[src/rtl/adam_cfg_pkg.sv]
// Build-time SoC configuration record and its default value.
package adam_cfg_pkg;

    typedef struct packed {
        int NO_GPIOS;
        int NO_SPIS;
        int NO_TIMERS;
        int NO_UARTS;
    } LSP_T;

    typedef struct packed {
        int          ADDR_WIDTH;
        int          DATA_WIDTH;
        int          GPIO_WIDTH;
        logic [31:0] RST_BOOT_ADDR;
        int          NO_CPUS;
        int          NO_DMAS;
        int          NO_MEMS;
        logic        EN_LPCPU;
        logic        EN_LPMEM;
        logic        EN_DEBUG;
        LSP_T        LSPA;
        LSP_T        LSPB;
        logic        BOOTSTRAP_CPU0;
        logic        BOOTSTRAP_MEM0;
        logic        BOOTSTRAP_LPCPU;
        logic        BOOTSTRAP_LPMEM;
    } CFG_T;

    localparam CFG_T CFG = '{
        ADDR_WIDTH:      32,
        DATA_WIDTH:      32,
        GPIO_WIDTH:      16,
        RST_BOOT_ADDR:   32'h0000_0000,
        NO_CPUS:         1,
        NO_DMAS:         1,
        NO_MEMS:         3,
        EN_LPCPU:        1'b1,
        EN_LPMEM:        1'b1,
        EN_DEBUG:        1'b1,
        LSPA:            '{NO_GPIOS: 1, NO_SPIS: 1, NO_TIMERS: 1, NO_UARTS: 1},
        LSPB:            '{NO_GPIOS: 1, NO_SPIS: 1, NO_TIMERS: 1, NO_UARTS: 1},
        BOOTSTRAP_CPU0:  1'b1,
        BOOTSTRAP_MEM0:  1'b1,
        BOOTSTRAP_LPCPU: 1'b0,
        BOOTSTRAP_LPMEM: 1'b0
    };

endpackage

[src/rtl/adam_sysinfo_if.sv]
// APB3 bus bundle for the sysinfo responder.
interface adam_sysinfo_if #(
    parameter int ADDR_WIDTH = 32,
    parameter int DATA_WIDTH = 32
);
    logic [ADDR_WIDTH-1:0]   paddr;
    logic [2:0]              pprot;
    logic                    psel;
    logic                    penable;
    logic                    pwrite;
    logic [DATA_WIDTH-1:0]   pwdata;
    logic [DATA_WIDTH/8-1:0] pstrb;
    logic                    pready;
    logic [DATA_WIDTH-1:0]   prdata;
    logic                    pslverr;

    modport master (
        output paddr, pprot, psel, penable, pwrite, pwdata, pstrb,
        input  pready, prdata, pslverr
    );

    modport slave (
        input  paddr, pprot, psel, penable, pwrite, pwdata, pstrb,
        output pready, prdata, pslverr
    );
endinterface

[src/rtl/adam_sysinfo.sv]
// Read-only view of the SoC configuration, a scratch register and a 64-bit
// cycle counter whose HI half is read through a shadow latched on LO reads.
module adam_sysinfo
    import adam_cfg_pkg::*;
#(
    parameter CFG_T        CFG = adam_cfg_pkg::CFG,
    parameter logic [31:0] ID  = 32'hADA0_0001
) (
    input logic           clk,
    input logic           rst,
    adam_sysinfo_if.slave apb
);

    localparam logic [3:0] W_ID      = 4'h0;
    localparam logic [3:0] W_WIDTHS  = 4'h1;
    localparam logic [3:0] W_BOOT    = 4'h2;
    localparam logic [3:0] W_CORES   = 4'h3;
    localparam logic [3:0] W_LSPA    = 4'h4;
    localparam logic [3:0] W_LSPB    = 4'h5;
    localparam logic [3:0] W_BSTRAP  = 4'h6;
    localparam logic [3:0] W_SCRATCH = 4'h7;
    localparam logic [3:0] W_CYC_LO  = 4'h8;
    localparam logic [3:0] W_CYC_HI  = 4'h9;
    localparam logic [3:0] W_CTRL    = 4'hA;

    function automatic logic [31:0] lsp_word(input LSP_T l);
        return {16'h0, 4'(l.NO_UARTS), 4'(l.NO_TIMERS), 4'(l.NO_SPIS), 4'(l.NO_GPIOS)};
    endfunction

    logic [31:0] scratch_q;
    logic [63:0] cnt_q, cnt_d;
    logic [31:0] shadow_q;
    logic [31:0] hi_pend_q;
    logic        lo_rd_q;
    logic        en_q;
    logic        pready_q;
    logic [31:0] prdata_q;
    logic        pslverr_q;

    logic [3:0]  word;
    logic [31:0] rd_data_d;
    logic        in_range_d;
    logic        writable_d;
    logic        err_d;
    logic        commit;
    logic        wr_ok;
    logic        clr_hit;
    logic        unused_bits;

    assign word = apb.paddr[5:2];

    always_comb begin
        rd_data_d  = 32'h0;
        in_range_d = 1'b1;
        writable_d = 1'b0;
        case (word)
            W_ID:      rd_data_d = ID;
            W_WIDTHS:  rd_data_d = {8'h0, 8'(CFG.GPIO_WIDTH), 8'(CFG.DATA_WIDTH),
                                    8'(CFG.ADDR_WIDTH)};
            W_BOOT:    rd_data_d = CFG.RST_BOOT_ADDR;
            W_CORES:   rd_data_d = {13'h0, CFG.EN_DEBUG, CFG.EN_LPMEM, CFG.EN_LPCPU,
                                    4'h0, 4'(CFG.NO_MEMS), 4'(CFG.NO_DMAS),
                                    4'(CFG.NO_CPUS)};
            W_LSPA:    rd_data_d = lsp_word(CFG.LSPA);
            W_LSPB:    rd_data_d = lsp_word(CFG.LSPB);
            W_BSTRAP:  rd_data_d = {28'h0, CFG.BOOTSTRAP_LPMEM, CFG.BOOTSTRAP_LPCPU,
                                    CFG.BOOTSTRAP_MEM0, CFG.BOOTSTRAP_CPU0};
            W_SCRATCH: begin
                rd_data_d  = scratch_q;
                writable_d = 1'b1;
            end
            W_CYC_LO:  rd_data_d = cnt_q[31:0];
            W_CYC_HI:  rd_data_d = shadow_q;
            W_CTRL: begin
                rd_data_d  = {31'h0, en_q};
                writable_d = 1'b1;
            end
            default:   in_range_d = 1'b0;
        endcase
    end

    assign err_d = !in_range_d || (apb.paddr[1:0] != 2'b00) || (apb.pwrite && !writable_d);

    // The error decision is taken in the setup phase; APB holds address and
    // data stable through the access phase, so commit reuses the live bus.
    assign commit  = apb.psel && apb.penable && pready_q;
    assign wr_ok   = commit && apb.pwrite && !pslverr_q;
    assign clr_hit = wr_ok && (word == W_CTRL) && apb.pstrb[0] && apb.pwdata[1];

    always_comb begin
        cnt_d = cnt_q;
        if (clr_hit) begin
            cnt_d = 64'h0;
        end else if (en_q) begin
            cnt_d = cnt_q + 64'h1;
        end
    end

    always_ff @(posedge clk) begin
        if (rst) begin
            scratch_q <= 32'h0;
            cnt_q     <= 64'h0;
            shadow_q  <= 32'h0;
            hi_pend_q <= 32'h0;
            lo_rd_q   <= 1'b0;
            en_q      <= 1'b1;
            pready_q  <= 1'b0;
            prdata_q  <= 32'h0;
            pslverr_q <= 1'b0;
        end else begin
            cnt_q <= cnt_d;
            if (apb.psel && !apb.penable) begin
                pready_q  <= 1'b1;
                pslverr_q <= err_d;
                prdata_q  <= (err_d || apb.pwrite) ? 32'h0 : rd_data_d;
                // HI is held pending so an abandoned LO read leaves the shadow alone.
                lo_rd_q   <= !err_d && !apb.pwrite && (word == W_CYC_LO);
                hi_pend_q <= cnt_q[63:32];
            end else begin
                pready_q  <= 1'b0;
                pslverr_q <= 1'b0;
                prdata_q  <= 32'h0;
                lo_rd_q   <= 1'b0;
                if (commit && lo_rd_q) begin
                    shadow_q <= hi_pend_q;
                end
                if (wr_ok && (word == W_SCRATCH)) begin
                    for (int i = 0; i < 4; i++) begin
                        if (apb.pstrb[i]) begin
                            scratch_q[8*i +: 8] <= apb.pwdata[8*i +: 8];
                        end
                    end
                end
                if (wr_ok && (word == W_CTRL) && apb.pstrb[0]) begin
                    en_q <= apb.pwdata[0];
                end
            end
        end
    end

    assign apb.pready  = pready_q;
    assign apb.prdata  = prdata_q;
    assign apb.pslverr = pslverr_q;

    assign unused_bits = ^{apb.pprot, apb.paddr};

endmodule

[src/flat_wrapper.sv]
// flat-port wrapper written by rule: the top's interface ports become plain ports
module adam_sysinfo_flat import adam_cfg_pkg::*;
#(
    parameter CFG_T        CFG = adam_cfg_pkg::CFG,
    parameter logic [31:0] ID  = 32'hADA0_0001
)
  (clk, rst, apb_paddr, apb_pprot, apb_psel, apb_penable, apb_pwrite, apb_pwdata, apb_pstrb, apb_pready, apb_prdata, apb_pslverr);
  adam_sysinfo_if #(.ADDR_WIDTH(32), .DATA_WIDTH(32)) apb_i ();
  input logic clk;
  input logic rst;
  input wire logic [$bits(apb_i.paddr)-1:0] apb_paddr;
  input wire logic [$bits(apb_i.pprot)-1:0] apb_pprot;
  input wire logic [$bits(apb_i.psel)-1:0] apb_psel;
  input wire logic [$bits(apb_i.penable)-1:0] apb_penable;
  input wire logic [$bits(apb_i.pwrite)-1:0] apb_pwrite;
  input wire logic [$bits(apb_i.pwdata)-1:0] apb_pwdata;
  input wire logic [$bits(apb_i.pstrb)-1:0] apb_pstrb;
  output wire logic [$bits(apb_i.pready)-1:0] apb_pready;
  output wire logic [$bits(apb_i.prdata)-1:0] apb_prdata;
  output wire logic [$bits(apb_i.pslverr)-1:0] apb_pslverr;
  assign apb_i.paddr = apb_paddr;
  assign apb_i.pprot = apb_pprot;
  assign apb_i.psel = apb_psel;
  assign apb_i.penable = apb_penable;
  assign apb_i.pwrite = apb_pwrite;
  assign apb_i.pwdata = apb_pwdata;
  assign apb_i.pstrb = apb_pstrb;
  assign apb_pready = apb_i.pready;
  assign apb_prdata = apb_i.prdata;
  assign apb_pslverr = apb_i.pslverr;
  adam_sysinfo #(.CFG(CFG), .ID(ID)) u_core (.clk(clk), .rst(rst), .apb(apb_i));
endmodule
[config.mk]
export PLATFORM = sky130hd
export DESIGN_NAME = adam_sysinfo_flat
export DESIGN_NICKNAME = d
export VERILOG_FILES = /design/src/rtl/adam_cfg_pkg.sv /design/src/rtl/adam_sysinfo_if.sv /design/src/rtl/adam_sysinfo.sv /design/src/flat_wrapper.sv
export SDC_FILE = /design/constraint.sdc
export NUM_CORES = 1
export LEC_CHECK = 0
export BUFFER_PORTS_ARGS = -buffer_cell sky130_fd_sc_hd__buf_4
export CORE_MARGIN = 2
export CORE_UTILIZATION = 54
export CTS_BUF_LIST = sky130_fd_sc_hd__clkbuf_8
export CTS_CLUSTER_DIAMETER = 120
export DETAILED_ROUTE_END_ITERATION = 6
export GPL_TIMING_DRIVEN = 0
export HOLD_SLACK_MARGIN = 0.08
export PLACE_DENSITY = 0.81
export SETUP_SLACK_MARGIN = 0.02
export SYNTH_ARGS = -nofsm -noshare
export SYNTH_HDL_FRONTEND = slang
export SYNTH_SLANG_ARGS = --single-unit
[constraint.sdc]
create_clock -name clk -period 1.9 [get_ports clk]
set_input_delay 0.38 -clock clk [delete_from_list [all_inputs] [get_ports clk]]
set_output_delay 0.38 -clock clk [all_outputs]
set_load 0.005 [all_outputs]
==> impl_metrics.py <==
metrics = {
    "drt": {
        "drt-wirelength-per-cell_um": 17.21,
        "detailedRoute.firstPassIterationCount": 6,
        "antenna_left": 0,
        "drt-initial-drc-count": 664,
        "detail_route.wirelength_um": 23120,
        "routed-via-count": 7800,
        "remaining_drc_errors": 0,
        "routed_via_density": 5.808,
    },
    "run_status": {
        "status": "finished, violations left",
        "violations": "setup timing",
    },
    "grt": {
        "grt_antenna_before_repair": 0,
        "grt_pass1_vias": 7055,
        "grt_overflow_total": 0,
        "grt_first_pass_wirelength_um": 35290,
        "grt_max_degree": 17,
        "globalRouteTotalUtil": 0.2753,
    },
    "synth": {
        "synth_fa_ha_area_frac": 0.001543,
        "synth-seq-cells": 196,
        "synth_ff_type": "dfxtp_1",
        "synthTopCellsByArea": "dfxtp_1, nand2_1, a21oi_1",
        "synth-xor-area-share": 0.04537,
        "synth_cells": 1003,
        "async_flop_share": 0,
        "synth.area.mux_share": 0.02840,
        "syn-cell-area_um2": 8108,
        "synth_nets": 1080,
        "yosys.cell_types.count": 42,
        "main_combinational_cell_family_by_area_after_synthesis": "simple AND/OR/NAND/NOR gates",
        "yosys_warnings": 0,
        "postSynthAreaPerCell_um2": 8.084,
        "netlist.area_leader.share": 0.4840,
        "netlist.top_cell.by_area": "dfxtp_1",
        "ys_seq_area_frac": 0.4840,
        "synth-compound-area-share": 0.1299,
        "synth_edf_count": 0,
        "synth_simple_gate_area_share": 0.2752,
    },
    "floorplan": {
        "coreArea_um2": 14590,
        "die_height_um": 126.5,
        "dieWidth_um": 126.5,
        "fp-row-count": 44,
        "ios": 110,
        "start_util": 0.5557,
        "die-area_um2": 16010,
    },
    "clocking": {
        "cts-buffers-inserted": 17,
        "clock_insertion_delay_worst_skew_ns": 0.49,
        "hold_buffers": 0,
        "ctsHtreeMaxLevel": 4,
        "clock_sink_count": 196,
        "ctsLongestPathBuffers": 2,
        "cts.clk_slew.worst_paths_ns": 0.11,
        "cts_tree": "done",
        "clock-root-buffer": "clkbuf_8",
    },
    "worst_setup_path": {
        "regToRegStartpoint": "u_core.cnt_q[24]",
        "start_kind": "flip-flop",
        "timing.critical_path.max_delay_family": "simple AND/OR/NAND/NOR gates",
        "critPathMaxStageDelay_ns": 0.54,
        "cp_capture_type": "flip-flop",
        "worst-setup-path-type": "flip-flop to flip-flop",
        "worstPathArrival_ns": 2.46,
        "crit_buf_inv": 1,
        "crit_required_ns": 2.31,
        "crit_path_cell_trace": "nand4_1 > buf_4 > nor2_2 > nand3_1 > or4_1 > a21oi_1",
        "crit_path_max_fanout": 8,
        "crit_slowest_cell": "or4_1",
        "cp-startpoint": "u_core.cnt_q[24]",
    },
    "sta": {
        "worst-slew-pin-transition_ns": 0.7466,
        "hold_violations": 0,
        "clock-skew-final_ns": 0.02026,
        "tmin_final_ns": 2.054,
        "maxSlewHeadroom": 0.5023,
        "grt_setup_unrepaired": "yes",
        "setup_violations": 9,
        "setup_slack_ns": -0.1536,
        "finalCritPeriodShare": 1.081,
        "timing_max_transition_violations_final": 0,
        "max_freq_ghz": 0.4870,
    },
    "cells_and_area": {
        "layout.core_utilization": 0.6950,
        "finish.instance_area_um2": 10140,
        "antenna_cells": 0,
        "area_growth_syn_to_layout_pct": 25.06,
        "final_net_count": 1223,
        "final_layout_size_suffix_gt1_frac": 0.2295,
    },
    "flow_run": {
        "drv_cap": 0,
    },
    "pwr": {
        "share_comb_of_total_power": 0.050,
        "power_leakage_nw": 3.693,
        "switching_power_mw": 1.704,
        "cell_internal_pwr_mw": 5.278,
        "irDropWorstVdd_v": 0.0004821,
        "power.share.sequential": 0.587,
        "switching_share": 0.2440,
        "p_per_area_nw_per_um2": 688.5,
        "clkPwrFrac": 0.363,
    },
    "min_path": {
        "timing.hold.worst.start": "apb_pwdata[6]",
        "hp-class": "primary input to flip-flop",
    },
    "place": {
        "gp_congestion": 0.8876,
        "placement.setup.worst_slack_ns": -0.7556,
        "detailedPlacementHpwl_um": 15310,
        "dpl_cell_area_um2": 8935,
        "placement.io_buffers": 76,
    },
}
-- worst min-delay path: stages --
cell and delay [ns]:
buf_4 0.08, mux2i_1 0.05, nor2_1 0.07
-- power by group through the flow --
stage	Sequential [mW]	Combinational, mW	Clock [mW]
2_1_floorplan	4.21	0.183	0
3_3_place_gp	4.22	0.328	0
3_5_place_dp	4.22	0.332	0
4_1_cts	4.11	0.334	2.53
5_1_grt	4.10	0.375	2.73
6_report	4.10	0.349	2.54
-- synth_stat cells (9+ instances only) --
cell type / n
clkbuf_1: 57
nand2b_1: 9
nand2_1: 190
buf_1: 9
nand3_1: 56
nor2_1: 111
xor2_1: 37
or3_1: 15
mux2i_1: 23
and3_1: 9
a21oi_1: 134
or4_1: 10
nand4_1: 27
dfxtp_1: 196
o21ai_0: 28
-- sequential cells by signal (all words and copies together), names as in the netlist --
signal	count
u_core.lo_rd_q	1
u_core.apb.prdata	32
u_core.apb.pready	1
u_core.shadow_q	32
u_core.apb.pslverr	1
u_core.en_q	1
u_core.hi_pend_q	32
u_core.scratch_q	32
u_core.cnt_q	64
-- metal layers --
layer / GRT usage / routed length [µm] / up-vias
met2: 0.4489 / 10920 / 360
met1: 0.3579 / 9716 / 3643
met5: 0 / 0 / -
met4: 0.1170 / 790 / 0
li1: - / - / 3731
met3: 0.05399 / 1689 / 66
-- stage by stage --
| stage | std cells | TNS (ns) | power, mW | hold slack [ns] |
|---|---|---|---|---|
| floorplan | 1003 | -0.03117 | 4.398 | 0.4312 |
| global placement | 1263 | -68.95 | 4.545 | 0.4402 |
| detailed placement | 1263 | -71.85 | 4.549 | 0.4472 |
| CTS | 1317 | -0.05082 | 6.979 | 0.1280 |
| global route | 1343 | -1.331 | 7.203 | 0.1429 |
| finish | 1343 | -0.3708 | 6.981 | 0.1360 |
-- path summary, 6_finish.rpt --
kind / cells past startpoint / end / slack (ns)
setup / recovery: 6 / u_core.cnt_q[58] / -0.15
hold / removal: 3 / u_core.scratch_q[6] / 0.14
setup reg to reg: 6 / u_core.cnt_q[58] / -0.15
hold reg to reg: 2 / u_core.shadow_q[4] / 0.45
-- layout make-up --
type / instances / area [µm²]
Sequential cell: 196 / 4034
Clock inverter: 14 / 117.6
Multi-Input combinational cell: 731 / 4169
Tap cell: 184 / 230.2
Timing Repair Buffer: 128 / 1020
Buffer: 65 / 295.3
Inverter: 7 / 26.28
Clock buffer: 18 / 247.7
Fill cell: 1115 / 4449
-- logic make-up after synthesis --
group                    after synthesis
AND/OR/NAND/NOR                      473
flip-flops                           196
AO/OA/AOI/OAI                        192
buffers and inverters                 76
XOR/XNOR                              42
multiplexers                          23
adder cells (fa/ha/maj)                1
-- repair_timing --
item                                    in CTS  in global routing
resized for setup                           82                 75
gates cloned                                 0                  0
endpoints found under the setup margin      96                 92
setup buffers                               25                 27
pin swaps                                   14                 24
-- cell usage in the layout, fill, tap and decap left out, types with 6 or more instances in the layout --
master      n
nand2_1   188
dfxtp_1   150
a21oi_1   126
buf_4     118
nor2_1    109
nand3_1    50
clkbuf_1   45
xor2_1     37
nand4_1    27
o21ai_0    26
dfxtp_2    25
mux2i_1    23
dfxtp_4    21
clkbuf_8   18
buf_6      13
or3_1      13
inv_1      11
nand2b_1    9
and3_1      8
a21oi_2     8
a22oi_1     8
o31ai_1     7
nand3b_1    7
and2_1      6
clkbuf_2    6
Power figures use the tool's default switching activity.
